<file path="config.mk">
export PLATFORM = sky130hd
export DESIGN_NAME = bru_issue_queue
export DESIGN_NICKNAME = d
export VERILOG_FILES = /design/src/rtl/bru_issue_queue_pkg.sv /design/src/rtl/bru_issue_queue_entry.sv /design/src/rtl/bru_issue_queue.sv
export SDC_FILE = /design/constraint.sdc
export NUM_CORES = 2
export LEC_CHECK = 0
export ABC_AREA = 1
export CAP_MARGIN = 20
export CORE_MARGIN = 1.5
export CORE_UTILIZATION = 41
export DETAILED_ROUTE_END_ITERATION = 10
export GPL_ROUTABILITY_DRIVEN = 0
export GPL_TIMING_DRIVEN = 1
export REMOVE_ABC_BUFFERS = 1
export SLEW_MARGIN = 20
export SYNTH_ARGS = -nofsm -noshare
export SYNTH_HDL_FRONTEND = slang
export SYNTH_SLANG_ARGS = --single-unit
</file>
<file path="constraint.sdc">
create_clock -name clk -period 6.88 [get_ports clk]
set_input_delay 1.376 -clock clk [delete_from_list [all_inputs] [get_ports clk]]
set_output_delay 1.376 -clock clk [all_outputs]
set_load 0.02 [all_outputs]
</file>
<file path="src/rtl/bru_issue_queue_pkg.sv">
// Shared definitions for the branch-unit issue queue: op encoding, tag and data widths.
`ifndef INST_STATE_WD
`define INST_STATE_WD 64
`endif

package bru_issue_queue_pkg;
  localparam int BRU_OP_W   = 12;
  localparam int BRU_TAG_W  = 6;
  localparam int BRU_DATA_W = 32;

  // One-hot bit positions, beq is the MSB.
  localparam int OP_BEQ    = 11;
  localparam int OP_BNE    = 10;
  localparam int OP_BGEZ   = 9;
  localparam int OP_BGTZ   = 8;
  localparam int OP_BLEZ   = 7;
  localparam int OP_BLTZ   = 6;
  localparam int OP_BGEZAL = 5;
  localparam int OP_BLTZAL = 4;
  localparam int OP_J      = 3;
  localparam int OP_JAL    = 2;
  localparam int OP_JR     = 1;
  localparam int OP_JALR   = 0;

  typedef logic [BRU_OP_W-1:0]   bru_op_t;
  typedef logic [BRU_DATA_W-1:0] bru_data_t;
endpackage

</file>
<file path="src/rtl/bru_issue_queue_entry.sv">
// One issue-queue slot: holds a branch op with its two source operands and
// captures missing operands from the CDB.
module bru_iq_entry
  import bru_issue_queue_pkg::*;
#(
  parameter int TAG_W = BRU_TAG_W,
  parameter int ST_W  = `INST_STATE_WD
) (
  input  logic             clk,
  input  logic             resetn,
  input  logic             clr_i,
  input  logic             load_i,
  input  logic             deq_i,
  input  bru_op_t          op_i,
  input  logic [ST_W-1:0]  status_i,
  input  logic [TAG_W-1:0] s1_tag_i,
  input  logic [TAG_W-1:0] s2_tag_i,
  input  logic             s1_rdy_i,
  input  logic             s2_rdy_i,
  input  bru_data_t        s1_data_i,
  input  bru_data_t        s2_data_i,
  input  logic             cdb_valid_i,
  input  logic [TAG_W-1:0] cdb_tag_i,
  input  bru_data_t        cdb_data_i,
  output logic             valid_o,
  output logic             rdy1_o,
  output logic             rdy2_o,
  output bru_op_t          op_o,
  output logic [ST_W-1:0]  status_o,
  output bru_data_t        data1_o,
  output bru_data_t        data2_o
);
  logic             valid_q, valid_d, rdy1_q, rdy1_d, rdy2_q, rdy2_d;
  bru_op_t          op_q, op_d;
  logic [ST_W-1:0]  status_q, status_d;
  logic [TAG_W-1:0] tag1_q, tag1_d, tag2_q, tag2_d;
  bru_data_t        data1_q, data1_d, data2_q, data2_d;
  logic             wake1_s, wake2_s;

  assign wake1_s = cdb_valid_i & (cdb_tag_i == tag1_q) & valid_q & ~rdy1_q;
  assign wake2_s = cdb_valid_i & (cdb_tag_i == tag2_q) & valid_q & ~rdy2_q;

  // Next state: clear beats load beats dequeue/wakeup.
  always_comb begin
    valid_d  = valid_q;
    rdy1_d   = rdy1_q;
    rdy2_d   = rdy2_q;
    op_d     = op_q;
    status_d = status_q;
    tag1_d   = tag1_q;
    tag2_d   = tag2_q;
    data1_d  = data1_q;
    data2_d  = data2_q;
    if (clr_i) begin
      valid_d = 1'b0;
      rdy1_d  = 1'b0;
      rdy2_d  = 1'b0;
    end else if (load_i) begin
      valid_d  = 1'b1;
      op_d     = op_i;
      status_d = status_i;
      tag1_d   = s1_tag_i;
      tag2_d   = s2_tag_i;
      rdy1_d   = s1_rdy_i | (cdb_valid_i & (cdb_tag_i == s1_tag_i));
      rdy2_d   = s2_rdy_i | (cdb_valid_i & (cdb_tag_i == s2_tag_i));
      data1_d  = s1_rdy_i ? s1_data_i : cdb_data_i;
      data2_d  = s2_rdy_i ? s2_data_i : cdb_data_i;
    end else begin
      valid_d = deq_i ? 1'b0 : valid_q;
      if (wake1_s) begin
        rdy1_d  = 1'b1;
        data1_d = cdb_data_i;
      end else begin
        rdy1_d  = rdy1_q;
      end
      if (wake2_s) begin
        rdy2_d  = 1'b1;
        data2_d = cdb_data_i;
      end else begin
        rdy2_d  = rdy2_q;
      end
    end
  end

  // Slot registers.
  always_ff @(posedge clk) begin
    if (!resetn) begin
      valid_q  <= 1'b0;
      rdy1_q   <= 1'b0;
      rdy2_q   <= 1'b0;
      op_q     <= '0;
      status_q <= '0;
      tag1_q   <= '0;
      tag2_q   <= '0;
      data1_q  <= '0;
      data2_q  <= '0;
    end else begin
      valid_q  <= valid_d;
      rdy1_q   <= rdy1_d;
      rdy2_q   <= rdy2_d;
      op_q     <= op_d;
      status_q <= status_d;
      tag1_q   <= tag1_d;
      tag2_q   <= tag2_d;
      data1_q  <= data1_d;
      data2_q  <= data2_d;
    end
  end

  assign valid_o  = valid_q;
  assign rdy1_o   = rdy1_q;
  assign rdy2_o   = rdy2_q;
  assign op_o     = op_q;
  assign status_o = status_q;
  assign data1_o  = data1_q;
  assign data2_o  = data2_q;
endmodule

</file>
<file path="src/rtl/bru_issue_queue.sv">
// In-order issue queue for the branch unit: circular buffer of bru_iq_entry slots,
// head issues once both operands are ready; redirect/flush empties the queue.
module bru_issue_queue
  import bru_issue_queue_pkg::*;
#(
  parameter int DEPTH = 4,
  parameter int TAG_W = BRU_TAG_W,
  parameter int ST_W  = `INST_STATE_WD
) (
  input  logic                     clk,
  input  logic                     resetn,
  input  logic                     flush_i,
  input  logic                     bru_br_e,
  input  logic                     dsp_valid,
  output logic                     dsp_ready,
  input  bru_op_t                  dsp_op,
  input  logic [ST_W-1:0]          dsp_status,
  input  logic [TAG_W-1:0]         dsp_s1_tag,
  input  logic [TAG_W-1:0]         dsp_s2_tag,
  input  logic                     dsp_s1_rdy,
  input  logic                     dsp_s2_rdy,
  input  bru_data_t                dsp_s1_data,
  input  bru_data_t                dsp_s2_data,
  input  logic                     cdb_valid,
  input  logic [TAG_W-1:0]         cdb_tag,
  input  bru_data_t                cdb_data,
  output logic                     iss_valid,
  output bru_op_t                  iss_op,
  output logic [ST_W-1:0]          iss_status,
  output bru_data_t                iss_rdata1,
  output bru_data_t                iss_rdata2,
  output logic [$clog2(DEPTH):0]   occupancy
);
  localparam int PTR_W = $clog2(DEPTH);
  localparam int CNT_W = PTR_W + 1;

  logic [PTR_W-1:0] head_q, head_d, tail_q, tail_d;
  logic [CNT_W-1:0] count_q, count_d;
  logic             flush_s, enq_s, deq_s;
  logic [DEPTH-1:0] e_valid_s, e_rdy1_s, e_rdy2_s, e_load_s, e_deq_s;
  bru_op_t          e_op_s     [DEPTH];
  logic [ST_W-1:0]  e_status_s [DEPTH];
  bru_data_t        e_data1_s  [DEPTH];
  bru_data_t        e_data2_s  [DEPTH];

  assign flush_s   = flush_i | bru_br_e;
  // No credit for a same-cycle issue: readiness depends on registered count only.
  assign dsp_ready = (count_q != CNT_W'(DEPTH)) & ~flush_s;
  assign enq_s     = dsp_valid & dsp_ready;
  assign deq_s     = e_valid_s[head_q] & e_rdy1_s[head_q] & e_rdy2_s[head_q] & ~flush_s;

  for (genvar g = 0; g < DEPTH; g++) begin : g_entry
    assign e_load_s[g] = enq_s & (tail_q == PTR_W'(g));
    assign e_deq_s[g]  = deq_s & (head_q == PTR_W'(g));
    bru_iq_entry #(.TAG_W(TAG_W), .ST_W(ST_W)) u_entry (
      .clk         (clk),
      .resetn      (resetn),
      .clr_i       (flush_s),
      .load_i      (e_load_s[g]),
      .deq_i       (e_deq_s[g]),
      .op_i        (dsp_op),
      .status_i    (dsp_status),
      .s1_tag_i    (dsp_s1_tag),
      .s2_tag_i    (dsp_s2_tag),
      .s1_rdy_i    (dsp_s1_rdy),
      .s2_rdy_i    (dsp_s2_rdy),
      .s1_data_i   (dsp_s1_data),
      .s2_data_i   (dsp_s2_data),
      .cdb_valid_i (cdb_valid),
      .cdb_tag_i   (cdb_tag),
      .cdb_data_i  (cdb_data),
      .valid_o     (e_valid_s[g]),
      .rdy1_o      (e_rdy1_s[g]),
      .rdy2_o      (e_rdy2_s[g]),
      .op_o        (e_op_s[g]),
      .status_o    (e_status_s[g]),
      .data1_o     (e_data1_s[g]),
      .data2_o     (e_data2_s[g])
    );
  end

  // Pointer and count update.
  always_comb begin
    head_d  = head_q;
    tail_d  = tail_q;
    count_d = count_q;
    if (flush_s) begin
      head_d  = '0;
      tail_d  = '0;
      count_d = '0;
    end else begin
      head_d = deq_s ? head_q + PTR_W'(1) : head_q;
      tail_d = enq_s ? tail_q + PTR_W'(1) : tail_q;
      case ({enq_s, deq_s})
        2'b10:   count_d = count_q + CNT_W'(1);
        2'b01:   count_d = count_q - CNT_W'(1);
        default: count_d = count_q;
      endcase
    end
  end

  // Queue control registers.
  always_ff @(posedge clk) begin
    if (!resetn) begin
      head_q  <= '0;
      tail_q  <= '0;
      count_q <= '0;
    end else begin
      head_q  <= head_d;
      tail_q  <= tail_d;
      count_q <= count_d;
    end
  end

  // Issue port is forced to zero when nothing issues.
  always_comb begin
    if (deq_s) begin
      iss_op     = e_op_s[head_q];
      iss_status = e_status_s[head_q];
      iss_rdata1 = e_data1_s[head_q];
      iss_rdata2 = e_data2_s[head_q];
    end else begin
      iss_op     = '0;
      iss_status = '0;
      iss_rdata1 = '0;
      iss_rdata2 = '0;
    end
  end

  assign iss_valid = deq_s;
  assign occupancy = count_q;
endmodule

</file>
# After elaboration in Yosys (flattened, before gate mapping)
# Index checks and enable logic that the tools add are counted.
# Widths: inputs -> output; s select.
op_classes:
  add_sub_neg: 4
  n_lt_le_gt_ge: 2
  n_eq_ne: 19
  muxes: 65
  bitwise_logic: 53
  reduce_logical: 28
ops:
  columns: ["cell", "n"]
  rows:
  - ["$mux 32", 24]
  - ["$mux 64", 3]
  - ["$bmux 32 s2", 2]
  - ["$bmux 64 s2", 1]
  - ["$eq 6x6->1", 10]
  - ["$and 1x1->1", 39]
  - ["$mux 12", 3]
  - ["$mux 1", 27]
  - ["$reduce_bool 2->1", 13]
  - ["$bmux 12 s2", 1]
  - ["$reduce_and 2->1", 12]
  - ["$eq 2x2->1 const B", 5]
  - ["$not 1->1", 10]
  - ["$bmux 1 s2", 3]
  - ["$eq 2x1->1 const B", 3]
  - ["$pmux 3 s2", 1]
  - ["$add 2x1->2 const B", 2]
  - ["$logic_not 2->1", 2]
  - ["$add 3x1->3 const B", 1]
  - ["$ge 3x3->1 const B", 1]
  - ["$lt 2x3->1 const B", 1]
  - ["$ne 3x3->1 const B", 1]
  - ["$not 2->3", 1]
  - ["$or 1x1->1", 3]
  - ["other kinds (2)", 2]
totals:
  ff_bits: 627
  out_inout_bits: 145
  wordCells: 210

# Logic depth before layout (Yosys ltp)
logic_depth:
  ltp_word: 8
  ltp_mapped: 16
  mapped_depth_nobuf: 12

# Modules after synthesis
# A second synthesis with hierarchy kept.
hier_totals:
  cells_unflattened: 5024
  hier_area_um2: 35014.8
by_module_without_submodules:
  columns: ["mod", "instances", "cells_each", "area_per_inst_um2"]
  rows:
  - ["bru_iq_entry", 4, 962, 7304.5]
  - ["bru_issue_queue", 1, 1176, 5796.8]

# Worst setup path after synthesis
# No wires, ideal clock.
synth_path:
  path_kind: "input to output"
  from: "in bru_br_e"
  to: "out iss_op[10]"
  t_arrival_ns: 2.486
  t_required_ns: 5.504
  path_slack_ns: 3.018
  stages: 6
  path_buffers: 3
  cell_sequence: "nor2_8 buf_6 nand3_2 buf_2 buf_2 a21oi_1"
synth_via:
  elab_chain_cells: 4
synth_rtl:
  columns: ["item", "line_no", "source"]
  rows:
  - ["from (decl)", "bru_issue_queue.sv:13", "input logic bru_br_e,"]
  - ["$or 1x1->1", "bru_issue_queue.sv:46", "assign flush_s = flush_i | bru_br_e;"]
  - ["$not 1->1 (no source line)", null, null]
  - ["$and 1x1->1", "bru_issue_queue.sv:50", "assign deq_s = e_valid_s[head_q] & e_rdy1_s[head_q] & e_rdy2_s[head_q] & ~flush_s;"]
  - ["$mux 12", "bru_issue_queue.sv:117", "if (deq_s) begin"]
  - ["to (decl)", "bru_issue_queue.sv:28", "output bru_op_t iss_op,"]
# No other way between the ends.

# Worst setup path in the final report
layout_path:
  from: "in bru_br_e"
  to: "out iss_rdata1[2]"
layout_via:
  elab_chain_cells: 4
layout_rtl:
  columns: ["item", "line_no", "source"]
  rows:
  - ["$or 1x1->1", "bru_issue_queue.sv:46", null]
  - ["$not 1->1 (no source line)", null, null]
  - ["$and 1x1->1", "bru_issue_queue.sv:50", null]
  - ["$mux 32", "bru_issue_queue.sv:117", null]
  - ["to (decl)", "bru_issue_queue.sv:30", "output bru_data_t iss_rdata1,"]
# No other way between the ends.

==> qor.yml <==
outcome:
  status: "completed"
pwr:
  power.density_mw_per_mm2: 214
  clock_power_share_pct: 46.8
  power_frac_comb_pct: 7.9
  leakage_nw: 14.5
  switching_share_pct: 24.7
  ir_worst_vdd_mv: 0.157
  switchingPower_mw: 2.01
  pwr-share-seq_pct: 45.2
  intPower_mw: 6.13
yosys:
  synth-compound-area-share_pct: 24.3
  yosys_warnings: 0
  async_flop_share_pct: 0
  synth_cell_types: 33
  synthCells: 5030
  synth_fa_ha_area_share_pct: 0.406
  synth_simple_gate_area_share_pct: 21.6
  synthFlopType: "dfxtp_1"
  synth_top_family_by_area: "compound AO/OA/AOI/OAI gates"
  synth_area_leaders: "dfxtp_1, a21oi_1, nor2_1, o21ai_0, inv_1"
  synth_edf_count: 0
  synthMuxAreaShare_pct: 1.96
  synth_top_area_share_pct: 38.4
  synth_seq_cells: 627
  ys_seq_area_share_pct: 38.4
  synth_area_mm2: 0.0327
  synth_top_area_cell: "dfxtp_1"
  avgSynthCellArea_um2: 6.50
  synth_xor_area_share_pct: 0.911
clock_tree:
  cts-root-buf: "clkbuf_16"
  cts_tree: "built"
  ctsHoldBuffers: 0
  cts_buffers: 73
  clk_path_buf_depth: 3
  clock-sinks: 627
  post-cts-setup-buffers: 0
  clk_pin_slew_ns: 0.05
  htree_num_levels: 3
  clk_latency_ns: 0.60
  cts_resized: 0
routing:
  wire_per_inst_um: 16.8
  via_per_inst: 5.16
  totalWireLength_um: 104000
  drc_errors: 0
  vias: 31800
  antenna_left: 0
  drt-pass1-iter-count: 5
  drt_iter0_markers: 2545
worst_setup_path:
  setup.worst_path.class: "in2out"
  worst_ep_arrival_time_ns: 4.07
  required_ns: 5.50
  cpMostUsedCell: "clkdlybuf4s50_1"
  crit_fanout: 87
  slowest_stage: "clkdlybuf4s50_1"
  crit_chain: "clkdlybuf4s50_1 -> nor2_8 -> nand3_4 -> buf_4 -> a21oi_1 -> clkdlybuf4s50_1"
  cp_top_family: "buffers and inverters"
  critPathLaunchType: "primary input"
  max_stage_delay_ns: 0.64
  path_buf_inv: 3
  worst_setup_path_end_kind: "primary output"
sta:
  hold_viol: 0
  min_period_ns: 5.45
  timing.hold.ws_ns: 0.438
  setup-violations-final: 0
  rsz0062_at_grt: "false"
  fmax_mhz: 184
  slew_violations: 0
  finalCritPeriodShare_pct: 79.2
  max_slew_margin_pct: 28.7
  skew_ns: 0.0140
  worst_pin_slew_ns: 1.07
cells_and_area:
  drive_gt1_share_pct: 3.32
  finalNetCount: 5269
  fin_area_mm2: 0.0381
  area_growth_pct: 16.4
grt:
  antenna_found_initial: 7
  grt_max_degree: 222
  grt_pass1_vias: 28600
  grt_pass1_wl_um: 162000
  overflow: 0
  grt_usage_pct: 24.7
die:
  rows: 103
  die_y_um: 285
  die_w_um: 285
  die-area_mm2: 0.0815
  coreArea_mm2: 0.0790
  start_util_pct: 41.4
  io_pins: 343
placed_design:
  place_area_mm2: 0.0357
  io_buffers: 342
  dpl.hpwl_um: 59400
run:
  cap_viol_max_count: 0
worst_hold_path:
  hold_class: "reg2reg"
[metal layers]
layer	global-route usage [%]	vias up	share of wire [%]
met2	39.7	833	45
li1	-	16300	-
met1	34.1	14500	46
met3	3.38	165	5.9
met5	0	-	0.061
met4	8.32	10	2.9
[cell usage after synthesis, types with 2 or more instances]
cell type / count
a21oi_1: 914
buf_1: 21
buf_2: 178
buf_4: 25
buf_6: 29
clkbuf_1: 165
dfxtp_1: 627
ha_1: 9
inv_1: 520
inv_2: 2
mux2i_1: 64
nand2_1: 507
nand3_1: 236
nand4_1: 5
nand4_4: 4
nor2_1: 1009
o21ai_0: 661
o21ai_1: 6
o22ai_1: 2
xnor2_1: 25
xor2_1: 9
[per-stage QoR]
stage	total power [mW]	worst slack, ns	cells	util, %	TNS (ns)
6_report	8.15	1.43	6165	48.2	0
5_1_grt	8.47	1.30	6164	48.2	0
2_1_floorplan	4.08	-4.31	4612	-	-1380.30
3_3_place_gp	4.41	1.53	6036	45.2	0
3_5_place_dp	4.41	1.48	6036	45.2	0
4_1_cts	8.24	1.48	6163	48.2	0
[cells in the final DEF (no fill, tap or decap), drive strengths merged, types with 18 or more instances in the layout]
master	n
clkinv	18
clkbuf	101
buf	35
dfxtp	627
o21ai	667
inv	529
xnor2	25
nand2	509
a21oi	914
nand3	238
nor2	1010
mux2i	64
clkdlybuf4s50	339
[path summary, 6_finish.rpt]
check	slack (ns)	from	end	cells after the start
worst max register to register	3.31	head_q[0]	occupancy[2]	13
worst min register to register	0.44	g_entry[0].u_entry.status_o[23]	g_entry[0].u_entry.status_o[23]	2
worst min-delay path	0.44	g_entry[0].u_entry.status_o[23]	g_entry[0].u_entry.status_o[23]	2
worst max-delay path	1.43	bru_br_e	iss_rdata1[2]	6
[tightest hold or removal path, cell delays in order, from the launching register on]
cell	delay, ns
dfxtp_1	0.30
inv_1	0.04
a21oi_1	0.05
[cell type report]
type,instances,area [um2]
tap,1050,1310
sequential,627,12600
timing repair buffer,374,3750
fill,8187,40900
multi-input combinational,3461,16100
clock inverter,26,250
antenna,2,5.00
inverter,524,1980
clock buffer,101,2070
[power groups by stage]
stage                     sequential (mW)  combinational, mW  clock (mW)
after global routing                 3.69              0.723        4.06
after detailed placement             3.77              0.642           0
after global placement               3.76              0.642           0
final                                3.69              0.646        3.81
after floorplan                      3.76              0.322           0
after CTS                            3.69              0.645        3.91
[cell families (layout without fill, tap and decap cells)]
| logic type | after synthesis | after routing |
|---|---|---|
| buf+inv | 942 | 1025 |
| other cells | 0 | 2 |
| simple gates | 1767 | 1767 |
| flops | 627 | 627 |
| xor+xnor | 34 | 34 |
| mux | 64 | 64 |
| fa+ha+maj | 10 | 10 |
| compound gates | 1586 | 1586 |
[state kept, by name, indices dropped and copies added, names as in the netlist]
signal	count
g_entry.u_entry.tag1_q	24
g_entry.u_entry.data1_o	128
g_entry.u_entry.rdy1_o	4
g_entry.u_entry.op_o	48
g_entry.u_entry.tag2_q	24
g_entry.u_entry.rdy2_o	4
head_q	2
g_entry.u_entry.data2_o	128
occupancy	3
tail_q	2
g_entry.u_entry.status_o	256
g_entry.u_entry.valid_o	4
Note: power is estimated with default switching activity, not from simulation.
